[src/rtl/rice_core_if_stage.sv]
// Instruction-fetch stage: issues in-order word fetches under a credit limit and
// delivers {valid, pc, inst} to decode through a small in-order buffer.
module rice_core_if_stage #(
  parameter int              XLEN     = 32,
  parameter logic [XLEN-1:0] RESET_PC = '0,
  parameter int              DEPTH    = 2
) (
  input  logic            i_clk,
  input  logic            i_rst,
  input  logic            i_enable,
  input  logic            i_stall,
  input  logic            i_flush,
  input  logic [XLEN-1:0] i_flush_pc,
  output logic            o_inst_request_valid,
  input  logic            i_inst_request_ready,
  output logic [XLEN-1:0] o_inst_request_address,
  input  logic            i_inst_response_valid,
  input  logic [31:0]     i_inst_response_data,
  output logic            o_if_valid,
  output logic [XLEN-1:0] o_if_pc,
  output logic [31:0]     o_if_inst
);

  localparam int              CW        = $clog2(DEPTH + 1);
  localparam int              PW        = $clog2(DEPTH);
  localparam logic [CW:0]     DEPTH_LIM = (CW + 1)'(DEPTH);
  localparam logic [XLEN-1:0] PC_STEP   = XLEN'(4);
  localparam logic [XLEN-1:0] WORD_MASK = ~XLEN'(3);

  logic [XLEN-1:0] fetch_pc;
  logic [XLEN-1:0] response_pc;
  logic [CW-1:0]   outstanding;
  logic [CW-1:0]   drop_count;
  logic [CW-1:0]   buf_count;
  logic [PW-1:0]   rd_ptr;
  logic [PW-1:0]   wr_ptr;
  logic [XLEN-1:0] buf_pc   [DEPTH];
  logic [31:0]     buf_inst [DEPTH];

  logic            credit_ok;
  logic            req_fire;
  logic            resp_drop;
  logic            resp_keep;
  logic            load_out;
  logic            pop;
  logic            bypass;
  logic            push;
  logic [XLEN-1:0] flush_target;

  function automatic logic [PW-1:0] ptr_inc(input logic [PW-1:0] p);
    return (p == PW'(DEPTH - 1)) ? '0 : p + PW'(1);
  endfunction

  // Credit covers in-flight fetches (including ones to be dropped) plus buffered words,
  // so the buffer can never overflow.
  assign credit_ok              = ({1'b0, outstanding} + {1'b0, buf_count}) < DEPTH_LIM;
  assign o_inst_request_valid   = !i_rst && i_enable && !i_flush && credit_ok;
  assign o_inst_request_address = fetch_pc & WORD_MASK;
  assign req_fire               = o_inst_request_valid && i_inst_request_ready;

  assign resp_drop    = i_inst_response_valid && (i_flush || (drop_count != '0));
  assign resp_keep    = i_inst_response_valid && !resp_drop;
  assign load_out     = !i_flush && !i_stall && i_enable;
  assign pop          = load_out && (buf_count != '0);
  assign bypass       = load_out && (buf_count == '0) && resp_keep;
  assign push         = resp_keep && !bypass;
  assign flush_target = i_flush_pc & WORD_MASK;

  always_ff @(posedge i_clk or posedge i_rst) begin
    if (i_rst) begin
      fetch_pc    <= RESET_PC;
      response_pc <= RESET_PC;
      outstanding <= '0;
      drop_count  <= '0;
      buf_count   <= '0;
      rd_ptr      <= '0;
      wr_ptr      <= '0;
      o_if_valid  <= 1'b0;
      o_if_pc     <= '0;
      o_if_inst   <= '0;
    end else begin
      outstanding <= outstanding + CW'(req_fire) - CW'(i_inst_response_valid);
      if (i_flush) begin
        fetch_pc    <= flush_target;
        response_pc <= flush_target;
        drop_count  <= outstanding - CW'(i_inst_response_valid);
        buf_count   <= '0;
        rd_ptr      <= '0;
        wr_ptr      <= '0;
        o_if_valid  <= 1'b0;
      end else begin
        if (req_fire)  fetch_pc    <= fetch_pc + PC_STEP;
        if (resp_drop) drop_count  <= drop_count - CW'(1);
        if (resp_keep) response_pc <= response_pc + PC_STEP;
        if (push)      wr_ptr      <= ptr_inc(wr_ptr);
        if (pop)       rd_ptr      <= ptr_inc(rd_ptr);
        buf_count <= buf_count + CW'(push) - CW'(pop);
        if (!i_stall) begin
          if (pop) begin
            o_if_valid <= 1'b1;
            o_if_pc    <= buf_pc[rd_ptr];
            o_if_inst  <= buf_inst[rd_ptr];
          end else if (bypass) begin
            o_if_valid <= 1'b1;
            o_if_pc    <= response_pc;
            o_if_inst  <= i_inst_response_data;
          end else begin
            o_if_valid <= 1'b0;
          end
        end
      end
    end
  end

  always_ff @(posedge i_clk) begin
    if (push) begin
      buf_pc[wr_ptr]   <= response_pc;
      buf_inst[wr_ptr] <= i_inst_response_data;
    end
  end

endmodule

[config.mk]
export PLATFORM = sky130hd
export DESIGN_NAME = rice_core_if_stage
export DESIGN_NICKNAME = d
export VERILOG_FILES = /design/src/rtl/rice_core_if_stage.sv
export SDC_FILE = /design/constraint.sdc
export NUM_CORES = 1
export LEC_CHECK = 0
export BUFFER_PORTS_ARGS = -buffer_cell sky130_fd_sc_hd__buf_2
export CORE_ASPECT_RATIO = 2
export CORE_MARGIN = 10
export CORE_UTILIZATION = 55
export CTS_CLUSTER_DIAMETER = 30
export CTS_CLUSTER_SIZE = 20
export DETAILED_ROUTE_END_ITERATION = 10
export PLACE_DENSITY = 0.78
export SKIP_CTS_REPAIR_TIMING = 1
export SLEW_MARGIN = 20
export SYNTH_ARGS = -nofsm -noshare
export SYNTH_HDL_FRONTEND = slang
export SYNTH_SLANG_ARGS = --single-unit
[constraint.sdc]
create_clock -name i_clk -period 10.5 [get_ports i_clk]
set_input_delay 2.1 -clock i_clk [delete_from_list [all_inputs] [get_ports i_clk]]
set_output_delay 2.1 -clock i_clk [all_outputs]
set_load 0.05 [all_outputs]
# Yosys cells after proc, flatten, opt, wreduce, memory -nomap -nowiden

Memories as Yosys holds them, arrays and structs flattened.
Cells that the tools add are included.
W data, S select, Z words.

Reduce and logical (&&, ||, !) cells: 28
Bitwise operators: 2
$lt $le $gt $ge: 1
Mux-type cells: 23
Add/subtract/negate cells: 11
Equality and inequality tests: 1

Operators with widths:

| operator                | count |
|---|---|
| $mux W32                | 8 |
| $add A32 B3 Y32 const B | 2 |
| $reduce_bool A2 Y1      | 8 |
| $logic_and A1 B1 Y1     | 12 |
| $mux W1                 | 12 |
| $mux W2                 | 3 |
| $sub A2 B1 Y2           | 3 |
| $logic_not A1 Y1        | 5 |
| $add A2 B1 Y2           | 2 |
| $add A2 B2 Y3           | 1 |
| $lt A3 B2 Y1 const B    | 1 |
| $reduce_and A3 Y1       | 1 |
| $add A1 B1 Y1 const B   | 2 |
| $logic_not A2 Y1        | 1 |
| $ne A2 B1 Y1 const B    | 1 |
| $not A1 Y1              | 2 |
| $sub A2 B1 Y2 const B   | 1 |
| $logic_or A1 B1 Y1      | 1 |

Memories: 2
Memory bits (writable): 128
Flip-flop bits (word level): 137
Word-level logic and storage cells: 78

Memory list:

| name     | depth | width | read ports | clocked after memory_dff | write ports | RTL line | source |
|---|---|---|---|---|---|---|---|
| buf_inst | 2     | 32    | 1          | 0                        | 1           | 38       | `logic [31:0] buf_inst [DEPTH];` |
| buf_pc   | 2     | 32    | 1          | 0                        | 1           | 37       | `logic [XLEN-1:0] buf_pc [DEPTH];` |

# Depth between registers and ports, before layout

Depth in word-level cells: 11
Depth in mapped cells: 12
Mapped depth without buffers: 10

# Least setup slack after synthesis

Ideal clock, no wire load.

Path type: input to register
From: input i_flush
To: memory buf_inst[0][0], enable pin
Stages: 5
Setup time: 0.482 ns
Buffers on the path: 2
Slack: 4.610 ns
Arrival time: 5.408 ns
Cell sequence: buf_6 -> clkbuf_1 -> nor3_1 -> inv_1 -> nor2_1

Cells in the longest elaborated chain, start to end: 9

RTL lines:

| what                                                           | RTL line | source |
|---|---|---|
| from (decl)                                                    | 12       | `input logic i_flush,` |
| $logic_not A1 Y1 / $logic_or A1 B1 Y1 (equally long branches)  | 63, 61   |  |
| $logic_and A1 B1 Y1 (on tied branches)                         | 63, 61   |  |
| $logic_and A1 B1 Y1 / $logic_not A1 Y1 (equally long branches) | 63, 62   |  |
| $logic_and A1 B1 Y1 (on tied branches)                         | 65, 62   |  |
| $logic_and A1 B1 Y1                                            | 65       | `assign bypass = load_out && (buf_count == '0) && resp_keep;` |
| $logic_not A1 Y1                                               | 66       | `assign push = resp_keep && !bypass;` |
| $logic_and A1 B1 Y1 (*)                                        | 66       |  |
| $mux W1 (*)                                                    | 116      | `if (push) begin` |
| $mux W1 (implied by the code) (*)                              | 118      | `buf_inst[wr_ptr] <= i_inst_response_data;` |
| to (decl)                                                      | 38       |  |

Mark *: on every way between the ends. The rest lies on a longest branch, timed or not.

# Worst setup path after layout

From: input i_flush
To: output o_inst_request_valid

Cells in the longest elaborated chain, start to end: 3

RTL lines:

| what                              | RTL line | source |
|---|---|---|
| $logic_not A1 Y1                  | 57       | `assign o_inst_request_valid = !i_rst && i_enable && !i_flush && credit_ok;` |
| $logic_and A1 B1 Y1 (2 in series) | 57       |  |
| to (decl)                         | 14       | `output logic o_inst_request_valid,` |

No other way between the ends.

==> results.toml <==
[hold_path]
min-delay-path-class = "reg -> reg"
worst_hold_path.num_cells = 1
hold_start = "o_if_valid$_DFFE_PP0P_"
min_delay_worst_endpoint = "o_if_valid$_DFFE_PP0P_"

[drt]
routed-wl-met3_um = 1240
wl_um = 27000
dr.max_layer_used = "met4"
firstDrtPassIters = 5
final_antenna_net_count = 0
wire_per_inst_um = 19.4
drt_drc_violations_left = 0
wl_met1_um = 10700
detail_route.vias_per_cell = 5.75
routed-wl-met2_um = 14200
num_vias = 7987
drt_iter0_drc = 610

[worst_setup_path]
critPathKind = "in -> out"
required_time_of_the_critical_path_ns = 8.40
crit-reg2reg-capture = "outstanding[1]$_DFF_PP0_"
most_frequent_cell_on_the_critical_path = "sky130_fd_sc_hd__buf_2"
rr_startpoint = "buf_count[0]$_DFF_PP0_"
worst_path_buf_inv = 3
worstRegToRegCells = 10
r2r_setup_slk_ns = 7.39
crit_family = "simple AND/OR/NAND/NOR gates"
critical_path.slowest_cell = "sky130_fd_sc_hd__or4b_4"
critical_path_cell_count = 5
launching_element_type_of_the_critical_path = "input pin"
timing.critical_path.fanout_max = 63
cp.arrival_ns = 3.62
cp_slowest_stage_delay_ns = 0.70
path_cells = "buf_2 > buf_4 > or4b_4 > nor2_1 > buf_2"
critPathCaptureType = "output port"

[layout]
n_antenna_cell = 0
syn_to_final_growth_pct = 19.0
post_route_cells_drive_above_1_share_pct = 22.3
final_net_count = 1184
most_frequent_cells_in_the_layout = "sky130_fd_sc_hd__nand2_1 (182), sky130_fd_sc_hd__buf_2 (162), sky130_fd_sc_hd__dfrtp_1 (130)"
final.fill_count = 1552
layout_commonest_cell = "sky130_fd_sc_hd__nand2_1"

[clocking]
clock_transition_time_at_the_flip_flop_clock_pins_of_the_worst_setup_and_hold_paths_ns = 0.07
cts_tree = "yes"
ctsLongestPathBuffers = 3
numClockSinks = 255
cts-buffers-inserted = 30
clock_root_cell = "sky130_fd_sc_hd__clkbuf_16"
clock_insertion_delay_worst_skew_ns = 0.56
cts-htree-levels = 1

[timing]
grt_setup_unrepaired = "false"
min_period_over_period_pct = 54.5
timing_worst_slew_pin_value_ns = 1.06
worst_hold_slack_ns = 0.539
totalNegativeSetupSlack_ns = 0
hold_viol_final = 0
timing.max_slew.rel_slack_pct = 29.3
maxSlewViolCount = 0
fin_crit_ns = 5.72
setup_viol = 0
achievable-frequency_ghz = 0.175
fin_worst_skew_ns = 0.0264

[placed_design]
port_buffers = 162
dp_hpwl_um = 17100
global_placer_s_final_weighted_congestion = 0.817

[floorplanning]
start_util_pct = 55.8
dieArea_mm2 = 0.0265
die_width_um = 120
std_cell_rows = 73
die_height_um = 221
top_level_ports = 169
fp.coreArea_mm2 = 0.0198

[logic_synthesis]
synthesis.area_per_instance_um2 = 11.5
yosys_most_used_dff = "sky130_fd_sc_hd__dfrtp_1"
post_synth_num_cell_types = 52
synth_enable_flop_cells = 124
asr_flop_ratio_synth_pct = 51.4
ys_seq_area_share_pct = 63.3
netlist_instances = 959
synth.ff_latch_count = 255
yosysWarningCount = 0
post_syn_area_mm2 = 0.0111

[global_routing]
grt_antenna_before_repair = 0
number_of_global_route_vias_before_repair = 8295
grt_max_degree = 108
overflow = 0
groute.usage.overall_pct = 20.0
global_route_wire_length_before_repair_um = 43200

[job]
cap_violations = 0

[power]
sw_ratio_pct = 38.2
total_switching_power_mw = 1.30
ir_drop_worst_case_vdd_mv = 0.160
seq_power_share_pct = 39.5
static_leakage_nw = 5.28
power_density_over_the_cells_mw_per_mm2 = 258
clock_power_share_pct = 32.3
intPower_mw = 2.10
power.share.combinational_pct = 28.3

[run_status]
status = "complete, no violations"
-- cell usage after synthesis, types with 8 or more instances --
library cell               instances  area, um2
sky130_fd_sc_hd__nand2_1         182        683
sky130_fd_sc_hd__dfrtp_1         131       3280
sky130_fd_sc_hd__edfxtp_1        124       3720
sky130_fd_sc_hd__a31oi_1          65        407
sky130_fd_sc_hd__nor2b_1          65        407
sky130_fd_sc_hd__a211oi_1         63        473
sky130_fd_sc_hd__clkbuf_1         52        195
sky130_fd_sc_hd__o21ai_0          33        165
sky130_fd_sc_hd__nand3_1          23        115
sky130_fd_sc_hd__xnor2_1          22        193
sky130_fd_sc_hd__inv_1            19       71.3
sky130_fd_sc_hd__o211ai_1         17        128
sky130_fd_sc_hd__xor2_1           17        149
sky130_fd_sc_hd__nor2_1           16       60.1
sky130_fd_sc_hd__nand4_1          15       93.8
sky130_fd_sc_hd__nor3_1           12       60.1
sky130_fd_sc_hd__a21oi_1          10       50.1
sky130_fd_sc_hd__and3_1            9       56.3
sky130_fd_sc_hd__ha_1              8        100
sky130_fd_sc_hd__o311ai_0          8       70.1
-- routing by layer --
| layer | vias to the layer above | track usage, % |
|---|---|---|
| met5 | - | 0 |
| met4 | 0 | 8.25 |
| met3 | 48 | 3.14 |
| met2 | 214 | 36.6 |
| met1 | 3933 | 22.8 |
| li1 | 3792 | - |
-- power by group through the flow --
stage | sequential, mW | clock, mW | combinational (mW)
floorplan | 1.81 | 0 | 0.252
global placement | 1.35 | 0 | 0.953
detailed placement | 1.36 | 0 | 0.968
CTS | 1.34 | 1.12 | 0.972
global route | 1.36 | 1.16 | 1.02
finish | 1.34 | 1.10 | 0.961
-- cell type report --
cell class	instances	area, um2	area share (%)
multi-input cells	625	3770	28.6
flip-flops and latches	255	7010	53.2
well taps	262	328	2.49
clock inverters	25	302	2.29
clock buffers	31	776	5.89
inverters	20	80.1	0.608
repair buffers	172	906	6.88
-- stage by stage --
step / instance area (um2) / worst slack (ns) / std cells / power (mW) / util (%)
after global placement: 12100 / 4.77 / 1333 / 2.30 / 60.9
after detailed placement: 12100 / 4.78 / 1333 / 2.33 / 60.9
after floorplan: 11100 / 4.61 / 962 / 2.06 / -
after CTS: 13100 / 4.78 / 1389 / 3.43 / 66.3
after global routing: 13200 / 4.71 / 1390 / 3.54 / 66.4
final: 13200 / 4.78 / 1390 / 3.40 / 66.4
-- worst reg2reg max path: cells and delay by family (launching register included) --
family / cells / cell delay [ns]
AND/OR/NAND/NOR: 3 / 1.06
adder cells (fa/ha/maj): 3 / 0.99
XOR/XNOR: 2 / 0.30
buffers and inverters: 2 / 0.26
flip-flops: 1 / 0.44
-- logic make-up (layout without fill, tap and decap cells) --
logic type / count (synthesis) / count (layout) / share of synthesized area (%)
AND/OR/NAND/NOR: 359 / 359 / 16.2
flip-flops: 255 / 255 / 63.3
AO/OA/AOI/OAI: 206 / 206 / 12.4
buffers and inverters: 82 / 248 / 3.09
XOR/XNOR: 39 / 39 / 3.09
adder cells (fa/ha/maj): 9 / 9 / 1.09
multiplexers: 8 / 8 / 0.803
other: 1 / 4 / 0.0339
-- how the worst max path moves through the flow --
stage	from	to	slack (ns)
2_1_floorplan	i_flush	buf_inst[0][0]$_DFFE_PP_	4.61
4_1_cts	i_flush	o_inst_request_valid	4.78
3_5_place_dp	i_flush	o_inst_request_valid	4.78
3_3_place_gp	i_flush	o_inst_request_valid	4.77
6_report	i_flush	o_inst_request_valid	4.78
5_1_grt	i_flush	o_inst_request_valid	4.71
-- sequential cells by signal, indices dropped and copies added (netlist names) --
signal / cells
fetch_pc: 30
o_if_valid: 1
response_pc: 30
buf_count: 2
o_if_inst: 32
outstanding: 2
wr_ptr: 1
o_if_pc: 30
drop_count: 2
rd_ptr: 1
buf_inst: 64
buf_pc: 60
No activity file was read; power rests on OpenSTA's default activity.
